**config.mk**
```make
export PLATFORM = sky130hd
export DESIGN_NAME = lifo_stack
export DESIGN_NICKNAME = d
export VERILOG_FILES = /design/src/rtl/stack_pkg.sv /design/src/rtl/stack_mem.sv /design/src/rtl/lifo_stack.sv
export SDC_FILE = /design/constraint.sdc
export NUM_CORES = 1
export LEC_CHECK = 0
export CORE_ASPECT_RATIO = 1.4
export CORE_MARGIN = 2
export CORE_UTILIZATION = 25
export CTS_BUF_LIST = sky130_fd_sc_hd__clkbuf_8
export CTS_CLUSTER_SIZE = 8
export DETAILED_ROUTE_END_ITERATION = 16
export PLACE_DENSITY = 0.52
export RECOVER_POWER = 100
export SKIP_LAST_GASP = 1
export SYNTH_ARGS = -nofsm -noshare
export SYNTH_HDL_FRONTEND = slang
export SYNTH_SLANG_ARGS = --single-unit
```
**constraint.sdc**
```tcl
create_clock -name CLK -period 5.8 [get_ports CLK]
set_input_delay 1.16 -clock CLK [delete_from_list [all_inputs] [get_ports CLK]]
set_output_delay 1.16 -clock CLK [all_outputs]
set_load 0.05 [all_outputs]
```
**src/rtl/stack_pkg.sv**
```systemverilog
`default_nettype none
// ============================================================================
// Module   : stack_pkg
// Brief    : Shared defaults and {PUSH,POP} operation encoding for lifo_stack.
// Revision : 1.0 - initial release
// ============================================================================
package stack_pkg;

    localparam int c_data_width = 8;
    localparam int c_depth      = 3;

    // Encoding matches the concatenation {PUSH, POP}
    typedef enum logic [1:0] {
        OP_IDLE = 2'b00,
        OP_POP  = 2'b01,
        OP_PUSH = 2'b10,
        OP_SWAP = 2'b11
    } stack_op_e;

endpackage
`default_nettype wire

```
**src/rtl/stack_mem.sv**
```systemverilog
`default_nettype none
// ============================================================================
// Module   : stack_mem
// Brief    : Un-reset storage array, one write port, two async read ports.
// Revision : 1.0 - initial release
// ============================================================================
module stack_mem
    import stack_pkg::*;
#(
    parameter int DATA_WIDTH = c_data_width,
    parameter int DEPTH      = c_depth
) (
    input  logic                  CLK,
    input  logic                  WE,
    input  logic [DEPTH-1:0]      WADDR,
    input  logic [DATA_WIDTH-1:0] WDATA,
    input  logic [DEPTH-1:0]      RADDR_TOP,
    output logic [DATA_WIDTH-1:0] RDATA_TOP,
    input  logic [DEPTH-1:0]      RADDR_AUX,
    output logic [DATA_WIDTH-1:0] RDATA_AUX
);

    logic [DATA_WIDTH-1:0] r_mem [2**DEPTH];

    always_ff @(posedge CLK) begin
        if (WE) begin
            r_mem[WADDR] <= WDATA;
        end
    end

    assign RDATA_TOP = r_mem[RADDR_TOP];
    assign RDATA_AUX = r_mem[RADDR_AUX];

endmodule
`default_nettype wire

```
**src/rtl/lifo_stack.sv**
```systemverilog
`default_nettype none
// ============================================================================
// Module   : lifo_stack
// Brief    : Saturating LIFO with registered pop data and sticky error flags.
// Revision : 1.0 - initial release
// ============================================================================
module lifo_stack
    import stack_pkg::*;
#(
    parameter int DATA_WIDTH = c_data_width,
    parameter int DEPTH      = c_depth,
    parameter int AF_LEVEL   = (2**DEPTH) - 1
) (
    input  logic                  CLK,
    input  logic                  RST,
    input  logic                  PUSH,
    input  logic                  POP,
    input  logic                  CLR_ERR,
    input  logic [DATA_WIDTH-1:0] DATA_IN,
    output logic [DATA_WIDTH-1:0] DATA_OUT,
    output logic                  VALID_OUT,
    output logic [DATA_WIDTH-1:0] PEEK,
    output logic [DEPTH:0]        COUNT,
    output logic                  EMPTY,
    output logic                  FULL,
    output logic                  ALMOST_FULL,
    output logic                  OVERFLOW,
    output logic                  UNDERFLOW
);

    localparam logic [DEPTH:0] c_full_count = (DEPTH+1)'(2**DEPTH);
    localparam logic [DEPTH:0] c_af_count   = (DEPTH+1)'(AF_LEVEL);
    localparam logic [DEPTH:0] c_one        = (DEPTH+1)'(1);

    logic [DEPTH:0]        r_count;
    logic [DATA_WIDTH-1:0] r_data_out;
    logic                  r_valid;
    logic                  r_ovf;
    logic                  r_udf;

    logic [DEPTH:0]        w_count_m1;
    logic [DEPTH-1:0]      w_top_addr;
    logic [DATA_WIDTH-1:0] w_top_data;
    logic [DATA_WIDTH-1:0] w_unused_aux;
    logic                  w_empty;
    logic                  w_full;
    stack_op_e             w_op;

    logic [DEPTH:0]        w_count_nxt;
    logic [DATA_WIDTH-1:0] w_data_out_nxt;
    logic                  w_valid_nxt;
    logic                  w_we;
    logic [DEPTH-1:0]      w_waddr;
    logic                  w_ovf_set;
    logic                  w_udf_set;

    assign w_op       = stack_op_e'({PUSH, POP});
    assign w_empty    = (r_count == '0);
    assign w_full     = (r_count == c_full_count);
    assign w_count_m1 = r_count - c_one;
    assign w_top_addr = w_count_m1[DEPTH-1:0];

    always_comb begin
        w_count_nxt    = r_count;
        w_data_out_nxt = r_data_out;
        w_valid_nxt    = 1'b0;
        w_we           = 1'b0;
        w_waddr        = r_count[DEPTH-1:0];
        w_ovf_set      = 1'b0;
        w_udf_set      = 1'b0;
        case (w_op)
            OP_PUSH: begin
                if (w_full) begin
                    w_ovf_set = 1'b1;
                end else begin
                    w_we        = 1'b1;
                    w_count_nxt = r_count + c_one;
                end
            end
            OP_POP: begin
                if (w_empty) begin
                    w_udf_set = 1'b1;
                end else begin
                    w_data_out_nxt = w_top_data;
                    w_valid_nxt    = 1'b1;
                    w_count_nxt    = w_count_m1;
                end
            end
            OP_SWAP: begin
                // Empty stack: the pushed word passes straight through
                w_valid_nxt = 1'b1;
                if (w_empty) begin
                    w_data_out_nxt = DATA_IN;
                end else begin
                    w_data_out_nxt = w_top_data;
                    w_we           = 1'b1;
                    w_waddr        = w_top_addr;
                end
            end
            default: ;
        endcase
    end

    always_ff @(posedge CLK or posedge RST) begin
        if (RST) begin
            r_count    <= '0;
            r_data_out <= '0;
            r_valid    <= 1'b0;
            r_ovf      <= 1'b0;
            r_udf      <= 1'b0;
        end else begin
            r_count    <= w_count_nxt;
            r_data_out <= w_data_out_nxt;
            r_valid    <= w_valid_nxt;
            // A new error event takes priority over a clear
            r_ovf      <= w_ovf_set | (r_ovf & ~CLR_ERR);
            r_udf      <= w_udf_set | (r_udf & ~CLR_ERR);
        end
    end

    stack_mem #(
        .DATA_WIDTH (DATA_WIDTH),
        .DEPTH      (DEPTH)
    ) u_stack_mem (
        .CLK       (CLK),
        .WE        (w_we),
        .WADDR     (w_waddr),
        .WDATA     (DATA_IN),
        .RADDR_TOP (w_top_addr),
        .RDATA_TOP (w_top_data),
        .RADDR_AUX ('0),
        .RDATA_AUX (w_unused_aux)
    );

    assign DATA_OUT    = r_data_out;
    assign VALID_OUT   = r_valid;
    assign PEEK        = w_empty ? '0 : w_top_data;
    assign COUNT       = r_count;
    assign EMPTY       = w_empty;
    assign FULL        = w_full;
    assign ALMOST_FULL = (r_count >= c_af_count);
    assign OVERFLOW    = r_ovf;
    assign UNDERFLOW   = r_udf;

endmodule
`default_nettype wire

```
### Word-level counts from Yosys, hierarchy flattened

Memory sizes are Yosys's and may differ from the RTL's.
Index checks and enable logic that the tools add are counted.

| storage, ports and cells | value |
|---|---|
| register bits after elaboration | 15 |
| memory bits (writable) | 64 |
| input port bits | 13 |
| output and inout bits | 26 |
| logic and storage cells | 44 |
| memories | 1 |

| operators by class | value |
|---|---|
| add/subtract/negate cells | 2 |
| magnitude comparators | 1 |
| eq/ne operators | 6 |
| multiplexer cells | 19 |
| bitwise operators | 5 |
| reductions and logical operators | 5 |

Memories:

| memory | depth | width | rd ports | clocked after memory_dff | wr ports | RTL line | source |
|---|---|---|---|---|---|---|---|
| u_stack_mem.r_mem | 8 | 8 | 1 | 0 | 1 | stack_mem.sv:23 | `logic [DATA_WIDTH-1:0] r_mem [2**DEPTH];` |

Operators by type and width:

| operator | number |
|---|---|
| $mux 8 | 3 |
| $pmux 8 s2 | 1 |
| $mux 1 | 8 |
| $mux 4 | 2 |
| $pmux 4 s2 | 1 |
| $mux 3 | 2 |
| $add 4x1->4 const B | 1 |
| $eq 2x2->1 const B | 2 |
| $eq 4x4->1 const B | 1 |
| $ge 4x3->1 const B | 1 |
| $logic_not 4->1 | 1 |
| $ne 2x2->1 const B | 2 |
| $pmux 1 s2 | 2 |
| $reduce_bool 2->1 | 2 |
| $sub 4x1->4 const B | 1 |
| $reduce_and 3->1 | 1 |
| $and 1x1->1 | 2 |
| $eq 2x1->1 const B | 1 |
| $or 1x1->1 | 2 |
| $reduce_and 2->1 | 1 |
| $not 1->1 | 1 |

### Logic depth before layout (Yosys ltp)

| depth | value |
|---|---|
| depth after elaboration | 5 |
| depth in mapped cells | 11 |
| depth with buffers taken out | 7 |

### Modules after synthesis

Synthesis repeated with hierarchy kept, for this count alone.

| second synthesis, totals | value |
|---|---|
| cell total of the unflattened synthesis | 233 |
| area total of the unflattened synthesis | 3940.0 um^2 |

By module, submodules not included:

| module | times used | cells each | area each (um^2) | seq. area each (um^2) |
|---|---|---|---|---|
| stack_mem | 1 | 135 | 3078.0 | 1921.8 |
| lifo_stack | 1 | 98 | 862.1 | 375.4 |

### Least setup slack after synthesis

No wires, ideal clock.

| timing | value |
|---|---|
| kind | reg2out |
| start | register r_count[0] (netlist: COUNT[0]) |
| end | output port PEEK[7] |
| data arrival time | 2926 ps |
| required time | 4640 ps |
| slack | 1714 ps |
| cell stages (with the launch flop) | 9 |
| buffers on the path | 2 |
| cells stage by stage | dfrtp_1 > buf_2 > inv_1 > ha_1 > buf_6 > mux2_2 > o22ai_1 > a221o_1 > a22oi_1 |

| between the ends | value |
|---|---|
| longest elaborated chain between the ends | 3 |
| elaborated cells on any way between the ends | 4 |
| those cells by class | add/sub: 1; mux: 1; reduce/logical: 1; memory: 1 |

Ends and longest elaborated chain:

| item | RTL line | source |
|---|---|---|
| from (decl) | lifo_stack.sv:35 | `logic [DEPTH:0] r_count;` |
| from (signal assigned) | lifo_stack.sv:112 | `r_count <= w_count_nxt;` |
| $sub 4x1->4 | lifo_stack.sv:60 | `assign w_count_m1 = r_count - c_one;` |
| $mem_v2 8x8 | - |  |
| $mux 8 * | lifo_stack.sv:137 | `assign PEEK = w_empty ? '0 : w_top_data;` |
| to (decl) | lifo_stack.sv:22 | `output logic [DATA_WIDTH-1:0] PEEK,` |

Every way passes the cells marked *; elsewhere a longest branch is shown, timed or not.

### Worst setup path in the final report

| timing | value |
|---|---|
| start | register r_count[0] (netlist: COUNT[0]) |
| end | output port PEEK[2] |

The elaborated chain is that of the path after synthesis.

==> flow_metrics.tcl <==
set metrics [dict create \
    status "complete, but fails checks" \
    violations "capacitance limit, slew limit" \
    die-area_um2 15900 \
    final_util 0.302 \
    ys_ff_latch 79 \
    cts_resized 0 \
    diodes 0 \
    place_congestion 0.785 \
    placed_area_um2 4240 \
    rows 52 \
    syn-cell-area_um2 3710 \
    wl_um 9400 \
    clock_sinks 79 \
    use_met1 0.147 \
    syn_avg_cell_area_um2 13.2 \
    ys.flop_type "edfxtp_1" \
    drc 0 \
    hold_path_class "flip-flop to flip-flop" \
    root_buffer "clkbuf_8" \
    yosys_warnings 0 \
    cp_cell_sequence "inv_1 -> ha_1 -> buf_4 -> mux2i_1 -> a22oi_1 -> nand2_1 -> a21oi_1 -> dlygate4sd3_1" \
    post-route-period-util 0.873 \
    place_hpwl_um 6380 \
    portBuffers 38 \
    synth_seq_area_share 0.619 \
    async_flop_share 0.190 \
    syn_inst 281 \
    slew_headroom -0.133 \
    cp_slowest_stage_delay_ns 0.92 \
    cp_num_buf_inv 3 \
    report.final.slew_viol_count 36 \
    grt_pass1_vias 2383 \
    vias 2431 \
    place_ws_ns 1.14 \
    cts_tree "yes" \
    drt_iter0_markers 130 \
    fp.dieW_um 107 \
    fmax_mhz 197 \
    antenna_found_initial 0 \
    path_class "flip-flop to primary output" \
    ios 39 \
    grt-busiest-layer "met2" \
    cp-start-kind "flip-flop" \
    grt_util_met2 0.211 \
    syn_to_final_growth_pct 17.9 \
    cts.path.max_buffers 2 \
    crit_arrival_ns 3.90 \
    end_kind "primary output" \
    stdcell_area_um2 4380 \
    die_h_um 148 \
    crit_slowest_cell "dlygate4sd3_1" \
    cts_made_buffers 9 \
    yosysUniqueCellTypes 44 \
    synth_edf_count 64 \
    first_pass_iters 6 \
    drtAntennaViolNets 0 \
    gr-total-overflow 0 \
    grt_use_total 0.122 \
    grt_pass1_wl_um 14000 \
    syn_nets 297 \
    core-area_um2 14500 \
    grt_start_max_net_pins 28 \
    layout_min_cycle_time_ns 5.06 \
    cts_hold_buf 0 \
    htreeDepth 3 \
    hold_viol 0 \
    finalSetupViolations 0 \
    met3_usage 0.0210 \
    routedWlPerCell_um 18.6 \
    drive_gt1_frac 0.0823 \
    finalSetupTns_ns 0 \
    cts_setup_buffers 0 \
    start_util 0.256 \
    drv_cap 6 \
    setup_slack_ns 0.736 \
    skew_ns 0.0106 \
    crit_family "buffers and inverters" \
    vias_per_cell 4.81 \
    tightest_slew_ns 1.69 \
    cp_max_fo 27 \
    insertion_delay_ns 0.36 \
    layout.nets 327 \
    worstPathRequired_ns 4.64 \
    clkTransAtPathRegs_ns 0.07 \
    rsz0062_at_grt "false" \
]
layout by cell type (no fill, tap or decap), types with 8 or more instances in the layout:
cell / instances
a22oi_1: 13
clkbuf_8: 9
dfrtp_1: 15
edfxtp_1: 64
nand2b_1: 8
a21oi_1: 11
mux2i_1: 30
dlygate4sd3_1: 35
o22ai_1: 15
o21ai_0: 8
nor3_1: 14
inv_1: 10
nand2_1: 15
metal layers:
metal,up-vias,part of all wire,routed length [µm]
met4,0,0.024,224
met5,-,0,0
met3,15,0.043,400
met1,1208,0.42,3970
met2,67,0.51,4800
li1,1141,-,-
cells in the mapped netlist, drive strengths merged (2+ instances only):
cell type	number	share of area
edfxtp	64	0.52
mux2i	30	0.081
dfrtp	15	0.10
nand2	15	0.015
o22ai	15	0.025
buf	14	0.032
nor3	14	0.019
a22oi	13	0.026
a21oi	11	0.015
inv	9	0.010
nand2b	8	0.013
o21ai	8	0.012
nand3	7	0.0094
o22a	7	0.018
clkbuf	6	0.0061
a22o	5	0.012
nor2	4	0.0040
nor2b	4	0.0067
ha	3	0.010
mux2	3	0.0091
nand3b	3	0.0061
xnor2	3	0.0071
a211o	2	0.0047
a32oi	2	0.0047
and2	2	0.0040
nand4	2	0.0034
xor2	2	0.0047
worst register-to-register path, stage by stage (launching register included):
cell and delay [ns]:
dfrtp_1 0.56, inv_1 0.24, ha_1 0.57, or3b_1 0.61, inv_6 0.13, o21ai_0 0.12
o31a_1 0.17, nor3_1 1.31
state kept, by name (all words and copies together), names as in the netlist:
name               count
u_stack_mem.r_mem     64
UNDERFLOW              1
COUNT                  4
DATA_OUT               8
VALID_OUT              1
OVERFLOW               1
through the flow:
| step | cells | hold slack [ns] |
|---|---|---|
| global route | 505 | 0.532 |
| floorplan | 281 | 0.761 |
| detailed placement | 489 | 0.492 |
| global placement | 489 | 0.479 |
| CTS | 505 | 0.511 |
| finish | 505 | 0.497 |
path summary, 6_finish.rpt:
check | startpoint | to | slack [ns] | cells past startpoint
setup / recovery | COUNT[0] | PEEK[2] | 0.74 | 8
hold / removal | DATA_OUT[1] | DATA_OUT[1] | 0.50 | 2
max in group asynchronous | RST | COUNT[0] | 3.95 | 2
hold reg to reg | DATA_OUT[1] | DATA_OUT[1] | 0.50 | 2
min in group asynchronous | RST | VALID_OUT | 1.37 | 2
setup reg to reg | COUNT[0] | u_stack_mem.r_mem[2][2] | 1.69 | 7
layout make-up:
class                           instances  area, µm²
Fill cell                            1462      10100
Clock inverter                          7       63.8
Timing Repair Buffer                   39        388
Sequential cell                        79       2300
Multi-Input combinational cell        173       1230
Tap cell                              189        236
Inverter                                9       38.8
Clock buffer                            9        124
logic make-up after synthesis:
| family | Yosys count | synth area share |
|---|---|---|
| AO/OA/AOI/OAI | 71 | 0.135 |
| XOR/XNOR | 5 | 0.0118 |
| adder cells (fa/ha/maj) | 3 | 0.0101 |
| buffers and inverters | 29 | 0.0489 |
| flip-flops | 79 | 0.619 |
| multiplexers | 33 | 0.0900 |
| AND/OR/NAND/NOR | 61 | 0.0852 |
Power is not shown: default switching activity piles up to over one toggle a cycle in this logic, so the estimate is an artifact.
